`src/rtl/led_seq_pkg.sv`:
```
// Shared definitions for the LED sequencer: register map, mode codes,
// sequencer state encoding and the state-selection helper.
package led_seq_pkg;

    // Word addresses on the register bus
    localparam logic [1:0] ADR_CTRL    = 2'd0;
    localparam logic [1:0] ADR_PATTERN = 2'd1;
    localparam logic [1:0] ADR_PERIOD  = 2'd2;
    localparam logic [1:0] ADR_STATUS  = 2'd3;

    // CTRL.MODE codes
    localparam logic [1:0] MODE_STATIC = 2'b00;
    localparam logic [1:0] MODE_BLINK  = 2'b01;
    localparam logic [1:0] MODE_ROT_L  = 2'b10;
    localparam logic [1:0] MODE_ROT_R  = 2'b11;

    typedef enum logic [2:0] {
        ST_OFF       = 3'd0,
        ST_STATIC    = 3'd1,
        ST_BLINK_ON  = 3'd2,
        ST_BLINK_OFF = 3'd3,
        ST_ROTATE    = 3'd4
    } state_t;

    // State a sequence starts in for a given CTRL value {EN, MODE}
    function automatic state_t entry_state(input logic [2:0] ctrl);
        state_t s;
        if (!ctrl[2])
            s = ST_OFF;
        else if (ctrl[1:0] == MODE_STATIC)
            s = ST_STATIC;
        else if (ctrl[1:0] == MODE_BLINK)
            s = ST_BLINK_ON;
        else
            s = ST_ROTATE;
        return s;
    endfunction

endpackage

```
`src/rtl/led_seq_prescaler.sv`:
```
// Prescaler: counts 0..max(period,1)-1 and pulses tick on the last count.
module led_seq_prescaler #(
    parameter int PERIOD_W = 24
) (
    input  logic                clk,
    input  logic                rst,
    input  logic                clr,
    input  logic [PERIOD_W-1:0] period,
    output logic                tick
);

    logic [PERIOD_W-1:0] cnt;
    logic [PERIOD_W-1:0] last;

    // A period of zero is treated as one, giving a tick every cycle
    assign last = (period == '0) ? '0 : period - PERIOD_W'(1);
    assign tick = (cnt == last);

    // Counter: synchronous active-low reset, clear overrides counting
    always_ff @(posedge clk) begin
        // NOTE: sequential state uses non-blocking assignments so every flop
        // samples pre-edge values regardless of process ordering.
        if (!rst)
            cnt <= '0;
        else if (clr || tick)
            cnt <= '0;
        else
            cnt <= cnt + PERIOD_W'(1);
    end

endmodule

```
`src/rtl/led_seq.sv`:
```
// LED sequencer: bus-programmed static / blink / rotate patterns driving
// 16 active-low LEDs, with a one-cycle-per-access register handshake.
module led_seq
    import led_seq_pkg::*;
#(
    parameter int PERIOD_W = 24
) (
    input  logic        CLK_I,
    input  logic        RST_I,
    input  logic        STB_I,
    input  logic        WE_I,
    input  logic [1:0]  ADR_I,
    input  logic [31:0] DAT_I,
    output logic [31:0] DAT_O,
    output logic        ACK_O,
    output logic [15:0] LED
);

    logic [2:0]          ctrl;
    logic [15:0]         pattern;
    logic [PERIOD_W-1:0] period;

    state_t      state, state_nxt;
    logic [15:0] rot;
    logic [15:0] step;
    logic [15:0] disp;

    logic        access, wr, wr_ctrl, wr_pat, wr_per, restart;
    logic [2:0]  ctrl_new;
    logic [15:0] pat_new;
    logic        tick_raw, tick;
    logic [31:0] rdata;
    logic        unused_dat;

    // An access is accepted only when no ack is outstanding, so a held
    // strobe is served on alternate cycles
    assign access  = STB_I & ~ACK_O;
    assign wr      = access & WE_I;
    assign wr_ctrl = wr & (ADR_I == ADR_CTRL);
    assign wr_pat  = wr & (ADR_I == ADR_PATTERN);
    assign wr_per  = wr & (ADR_I == ADR_PERIOD);
    assign restart = wr_ctrl | wr_pat;

    // Values the restarted sequence must see on the edge of the write
    assign ctrl_new = wr_ctrl ? DAT_I[2:0]  : ctrl;
    assign pat_new  = wr_pat  ? DAT_I[15:0] : pattern;

    // Any configuration write swallows a coinciding tick
    assign tick = tick_raw & ~restart & ~wr_per;

    assign unused_dat = ^DAT_I;

    led_seq_prescaler #(.PERIOD_W(PERIOD_W)) u_prescaler (
        .clk    (CLK_I),
        .rst    (RST_I),
        .clr    (restart | wr_per | (state == ST_OFF)),
        .period (period),
        .tick   (tick_raw)
    );

    // Read multiplexer over the register map
    always_comb begin
        // NOTE: default every combinational output first so no path
        // leaves it unassigned and infers a latch.
        rdata = '0;
        case (ADR_I)
            ADR_CTRL:    rdata[2:0]  = ctrl;
            ADR_PATTERN: rdata[15:0] = pattern;
            ADR_PERIOD:  rdata       = 32'(period);
            default:     rdata       = {13'b0, state, step};
        endcase
    end

    // Bus handshake, read data and configuration registers
    always_ff @(posedge CLK_I) begin
        if (!RST_I) begin
            ACK_O   <= 1'b0;
            DAT_O   <= '0;
            ctrl    <= '0;
            pattern <= '0;
            period  <= '0;
        end else begin
            ACK_O <= access;
            DAT_O <= access ? rdata : '0;
            if (wr_ctrl) ctrl    <= DAT_I[2:0];
            if (wr_pat)  pattern <= DAT_I[15:0];
            if (wr_per)  period  <= DAT_I[PERIOD_W-1:0];
        end
    end

    // Sequencer state register
    always_ff @(posedge CLK_I) begin
        if (!RST_I)
            state <= ST_OFF;
        else
            state <= state_nxt;
    end

    // Sequencer next state: restart re-enters, ticks toggle the blink phase
    always_comb begin
        state_nxt = state;
        if (restart)
            state_nxt = entry_state(ctrl_new);
        else if (tick) begin
            case (state)
                ST_BLINK_ON:  state_nxt = ST_BLINK_OFF;
                ST_BLINK_OFF: state_nxt = ST_BLINK_ON;
                default:      state_nxt = state;
            endcase
        end
    end

    // Rotating pattern and step counter
    always_ff @(posedge CLK_I) begin
        if (!RST_I) begin
            rot  <= '0;
            step <= '0;
        end else if (restart) begin
            rot  <= pat_new;
            step <= '0;
        end else if (tick) begin
            if (state == ST_ROTATE)
                rot <= (ctrl[1:0] == MODE_ROT_R) ? {rot[0], rot[15:1]}
                                                 : {rot[14:0], rot[15]};
            if (state == ST_BLINK_ON || state == ST_BLINK_OFF || state == ST_ROTATE)
                step <= step + 16'd1;
        end
    end

    // Sequencer output: displayed pattern per state
    always_comb begin
        disp = '0;
        case (state)
            ST_STATIC, ST_BLINK_ON: disp = pattern;
            ST_ROTATE:              disp = rot;
            default:                disp = '0;
        endcase
    end

    assign LED = ~disp;

endmodule

```
`config.mk`:
```
export PLATFORM = sky130hd
export DESIGN_NAME = led_seq
export DESIGN_NICKNAME = d
export VERILOG_FILES = /design/src/rtl/led_seq_pkg.sv /design/src/rtl/led_seq_prescaler.sv /design/src/rtl/led_seq.sv
export SDC_FILE = /design/constraint.sdc
export NUM_CORES = 1
export LEC_CHECK = 0
export BUFFER_PORTS_ARGS = -buffer_cell sky130_fd_sc_hd__buf_2
export CAP_MARGIN = 0
export CORE_MARGIN = 10
export CORE_UTILIZATION = 40
export CTS_CLUSTER_SIZE = 30
export DETAILED_ROUTE_END_ITERATION = 6
export GPL_TIMING_DRIVEN = 1
export HOLD_SLACK_MARGIN = 0.15
export PLACE_DENSITY_LB_ADDON = 0.1
export SKIP_CTS_REPAIR_TIMING = 1
export SYNTH_ARGS = -nofsm -noshare
export SYNTH_HDL_FRONTEND = slang
export SYNTH_SLANG_ARGS = --single-unit
```
`constraint.sdc`:
```
create_clock -name CLK_I -period 10.3 [get_ports CLK_I]
set_input_delay 1.545 -clock CLK_I [delete_from_list [all_inputs] [get_ports CLK_I]]
set_output_delay 1.545 -clock CLK_I [all_outputs]
set_load 0.01 [all_outputs]
```
Yosys cells after proc, flatten, opt, wreduce, memory -nomap -nowiden --
Index checks and enable logic that the tools add are counted.
Storage, ports and cells: memory bits (read-only) 0, memory bits (writable) 0, output and inout bits 49, bits in latches 0, memories kept 0, register bits after elaboration 135
Cells by class: bitwise gates (word level) 15, $lt $le $gt $ge 0, equal/unequal tests 9, $add $sub $neg 3, multipliers 0, reduce and logical (&&, ||, !) cells 18, divide/modulo/power cells 0, shift-type cells 0, multiplexer cells 17
Operators with widths (count):
- 16-bit 2-to-1 mux | 5
- 13-bit case mux with 3 select lines | 1
- 16-bit case mux with 2 select lines | 1
- 24-bit by 1-bit adder with 24-bit output, second input constant | 1
- 24-bit equality test | 1
- 24-bit zero test | 1
- 24-bit 2-to-1 mux | 1
- 24-bit by 1-bit subtractor with 24-bit output, second input constant | 1
- 3-bit 2-to-1 mux | 6
- 16-bit by 1-bit adder with 16-bit output, second input constant | 1
- 16-bit inverter | 1
- 8-bit case mux with 2 select lines | 1
- 3-bit case mux with 3 select lines | 1
- 2-bit AND reduction | 4
- 2-bit OR reduction | 4
- 1-bit AND | 7
- 3-bit by 2-bit equality test with 1-bit output, second input constant | 2
- 3-bit case mux with 2 select lines | 1
- 2-bit by 1-bit equality test with 1-bit output, second input constant | 2
- 2-bit equality test, second input constant | 2
- 2-bit zero test | 2
- 1-bit inverter | 4
- 2-bit nonzero test | 2
- 3-bit by 1-bit equality test with 1-bit output, second input constant | 1
- 5 further kinds | 9

Depth between registers and ports, before layout --
depth in word-level cells 10, depth in mapped cells 13

By module --
A second synthesis with hierarchy kept.
Second synthesis, totals: cell total of the unflattened synthesis 883, area, all modules 7325.8 µm²
By module, submodules not included:
- led_seq | sequential area each 2062.0 µm², times used 1, cells each 542, area an instance 4847.1 µm²
- led_seq_prescaler | sequential area each 480.5 µm², times used 1, cells each 341, area an instance 2478.6 µm²

Worst setup path before layout --
Ideal clock, no wire load.
path type register -> register, start register period[0], end register rot[10], buffers on the path 1, required time 10170 ps, path slack 6849 ps, cell stages (with the launch flop) 13, arrival time 3321 ps, path through dfxtp_1 > inv_1 > ha_1 > or4b_1 > nor4_4 > nand2_2 > a311oi_1 > nor2_1 > nor4_1 > nand4_1 > buf_2 > a2111oi_2 > a211oi_1
On the way: longest elaborated chain between the ends 7, elaborated cells between the ends (all ways) 8
RTL lines:
- from (decl) | line led_seq.sv:21 | logic [PERIOD_W-1:0] period;
- from (signal assigned) | line led_seq.sv:87 | if (wr_per) period <= DAT_I[PERIOD_W-1:0];
- 24-bit by 1-bit subtractor with 24-bit output / 24-bit zero test (equally long branches) | line led_seq_prescaler.sv:16 | assign last = (period == '0) ? '0 : period - PERIOD_W'(1);
- 24-bit 2-to-1 mux * | line led_seq_prescaler.sv:16
- 24-bit equality test * | line led_seq_prescaler.sv:17 | assign tick = (cnt == last);
- 1-bit AND * (2 in series) | line led_seq.sv:49 | assign tick = tick_raw & ~restart & ~wr_per;
- 2-bit nonzero test (no line) *
- 2-bit AND reduction (no line) *
- to (signal assigned) | line led_seq.sv:119 | rot <= pat_new;
- to (signal assigned) | line led_seq.sv:123 | rot <= (ctrl[1:0] == MODE_ROT_R) ? {rot[0], rot[15:1]}
- to (decl) | line led_seq.sv:24 | logic [15:0] rot;
Mark *: on every way between the ends. The rest lies on a longest branch, timed or not. A chain may end at the register's enable or synchronous reset.

Worst setup path after layout --
start register period[0], end register step[8]
On the way: longest elaborated chain between the ends 6, elaborated cells between the ends (all ways) 7
RTL lines:
- 24-bit by 1-bit subtractor with 24-bit output / 24-bit zero test (equally long branches) | line led_seq_prescaler.sv:16
- 24-bit 2-to-1 mux * | line led_seq_prescaler.sv:16
- 24-bit equality test * | line led_seq_prescaler.sv:17
- 1-bit AND * (2 in series) | line led_seq.sv:49
- 2-bit AND reduction (no line) *
- to (signal assigned) | line led_seq.sv:126 | step <= step + 16'd1;
- to (decl) | line led_seq.sv:25 | logic [15:0] step;
Marked as above.

==> impl_metrics.csv <==
group,metric,value,unit
outcome,status,"complete, no violations",
routing,wirelength,22.8,mm
finish,synthToLayoutAreaGrowth,12.0,%
synthesis,synth.avg_cell_area,8.17,um^2
synthesis,syn_inst,924,
worst_setup_path,r2r-start,"period[0]$_SDFFE_PN0P_",
synthesis,synth-seq-cells,127,
power,irDropWorstVdd,0.000107,V
sta,fin_ws,5.22,ns
sta,grt_setup_unrepaired,"false",
worst_hold_path,worstHoldStart,"step[7]$_SDFFE_PP0P_",
sta,final-setup-viol-count,0,
global_routing,antenna_found_initial,0,
floorplan,die_h,157,um
power,power.density,146,mW/mm^2
job,maxCapViolCount,0,
clocking,path_clk_slew,0.06,ns
global_routing,grt_max_degree,77,
place,gp_congestion,0.839,
synthesis,yosysTopAreaCellShare,33.7,%
clocking,root_buffer,"clkbuf_16",
worst_setup_path,reg2reg_slack,5.22,ns
place,hpwl,16.3,mm
place,port_buffers,70,
clocking,clk_latency,0.42,ns
floorplan,ios,87,
routing,ant_nets,0,
synthesis,synth_edf_count,0,
global_routing,grt_pass1_wl,36.3,mm
clocking,cts_max_path_buffers,2,
floorplan,rows,50,
sta,worst_pin_slew,1.18,ns
synthesis,ys_top_cells_by_area,"dfxtp_1 34%, nand2_1 6.3%, mux2_2 4.6%, nor2_1 4.2%, a21boi_0 4.1%",
synthesis,ys.flop_type,"dfxtp_1",
routing,vias_per_cell,5.71,
global_routing,grt_usage,18.4,%
routing,num_vias,6794,
clocking,cts.sinks,127,
sta,hold_viol,0,
floorplan,die-area,0.0248,mm^2
worst_setup_path,cp_max_fo,21,
sta,fin_crit,5.08,ns
routing,routedWlPerCell,19.2,um
synthesis,synth_warnings,0,
worst_setup_path,path_class,"reg -> reg",
synthesis,synthTopCellsByCount,"127 x dfxtp_1, 127 x nand2_1, 85 x nor2_1",
clocking,cts_buffers,17,
routing,drtIter0Drc,447,
routing,drt-pass1-iter-count,5,
synthesis,synthArstFlopShare,0,%
synthesis,synth_cell_types,68,
worst_setup_path,critPathLaunch,"period[0]$_SDFFE_PN0P_",
worst_setup_path,cp-start-kind,"flop",
sta,report.final.slew_viol_count,0,
sta,slew_headroom,20.8,%
finish,diodes,0,
clocking,tritoncts,"built",
worst_setup_path,cp.required,10.66,ns
floorplan,start_util,40.5,%
sta,achievable-frequency,197,MHz
global_routing,gr-total-overflow,0,
finish,layout-drive-gt1-share,17.8,%
power,p_leak,3.16,nW
worst_setup_path,end_kind,"flop",
clocking,htree_levels,4,
floorplan,die_width,157,um
finish,fin_util,45.3,%
routing,drc_errors,0,
synthesis,synth_area,0.00755,mm^2
sta,clock_skew,0.0130,ns
global_routing,grt_pass1_vias,6397,
sta,finalCritPeriodShare,49.4,%
worst_setup_path,arrival,5.45,ns
sta,setup_tns,0,ns
place,place_ws,5.24,ns
synthesis,synth_area_leader_cell,"dfxtp_1",
worst_hold_path,hold_class,"reg -> reg",
floorplan,core_region_area,0.0186,mm^2
finish,final_nets,984,
synthesis,synth_seq_area_share,33.7,%
-- metrics by stage --
| step | instance area (um^2) | power (mW) | cells | hold WS (ns) |
|---|---|---|---|---|
| after global routing | 8450 | 1.29 | 1190 | 0.511 |
| after floorplan | 7570 | 0.641 | 931 | 0.448 |
| after detailed placement | 7900 | 0.683 | 1158 | 0.470 |
| final | 8450 | 1.24 | 1190 | 0.481 |
| after global placement | 7900 | 0.684 | 1158 | 0.473 |
| after CTS | 8450 | 1.25 | 1190 | 0.484 |
-- power by group --
part / switching [mW] / internal (mW)
registers: 0.0123 / 0.498
clock network: 0.246 / 0.320
logic: 0.100 / 0.0614
total: 0.358 / 0.879
-- per-layer routing --
layer	routed length [um]	up-vias	GRT usage, %	part of all wire, %
li1	-	3363	-	-
met1	10600	3275	24.3	46
met2	11000	135	30.0	48
met3	864	21	3.41	3.8
met4	340	0	4.94	1.5
met5	0	-	0	0
-- placed cells by master (no fill, tap or decap), drive strengths merged, types with 18 or more instances in the layout --
cell	n
nand2	128
dfxtp	127
nor2	85
buf	76
a21boi	41
and3	33
a22oi	33
mux2	31
o21ai	31
xnor2	30
nor3	23
nand4	22
nand3	20
clkbuf	20
a211oi	18
-- critical path: stages, from the launching register on --
cell and delay [ns]:
dfxtp_1 0.37, inv_1 0.08, ha_1 0.30, nor4b_1 0.53, nand4_1 0.68, nor2_1 0.78
a211oi_1 0.20, nor4_1 0.46, nand4_1 0.79, or4_1 0.74, nand2_1 0.08
-- path summary, 6_finish.rpt --
path / end / cells past startpoint
setup / recovery: step[8]$_SDFFE_PP0P_ / 10
hold / removal: step[7]$_SDFFE_PP0P_ / 2
setup reg to reg: step[8]$_SDFFE_PP0P_ / 10
hold reg to reg: step[7]$_SDFFE_PP0P_ / 2
-- registers in the layout, indices dropped and copies added, names as in the netlist, 3 cells and up --
signal / flops
state: 3
u_prescaler.cnt: 24
pattern: 16
DAT_O: 24
period: 24
step: 16
rot: 16
ctrl: 3
-- final cells by class --
type	count	area, um^2
Fill cell	1926	10200
Sequential cell	127	2540
Timing Repair Buffer	76	395
Clock inverter	12	105
Multi-Input combinational cell	708	4620
Tap cell	234	293
Clock buffer	20	447
Inverter	13	48.8
-- cells by family after synthesis --
| group | after synthesis | share of synthesized area [%] |
|---|---|---|
| and+or+nand+nor | 401 | 26.9 |
| AOI/OAI and AO/OA | 201 | 20.6 |
| DFF | 127 | 33.7 |
| buffers and inverters | 96 | 5.45 |
| muxes | 50 | 7.64 |
| xor gates and xnor gates | 45 | 5.22 |
| adders and majority gates | 3 | 0.497 |
| other | 1 | 0.0497 |
No activity file was read; power rests on OpenSTA's default activity.
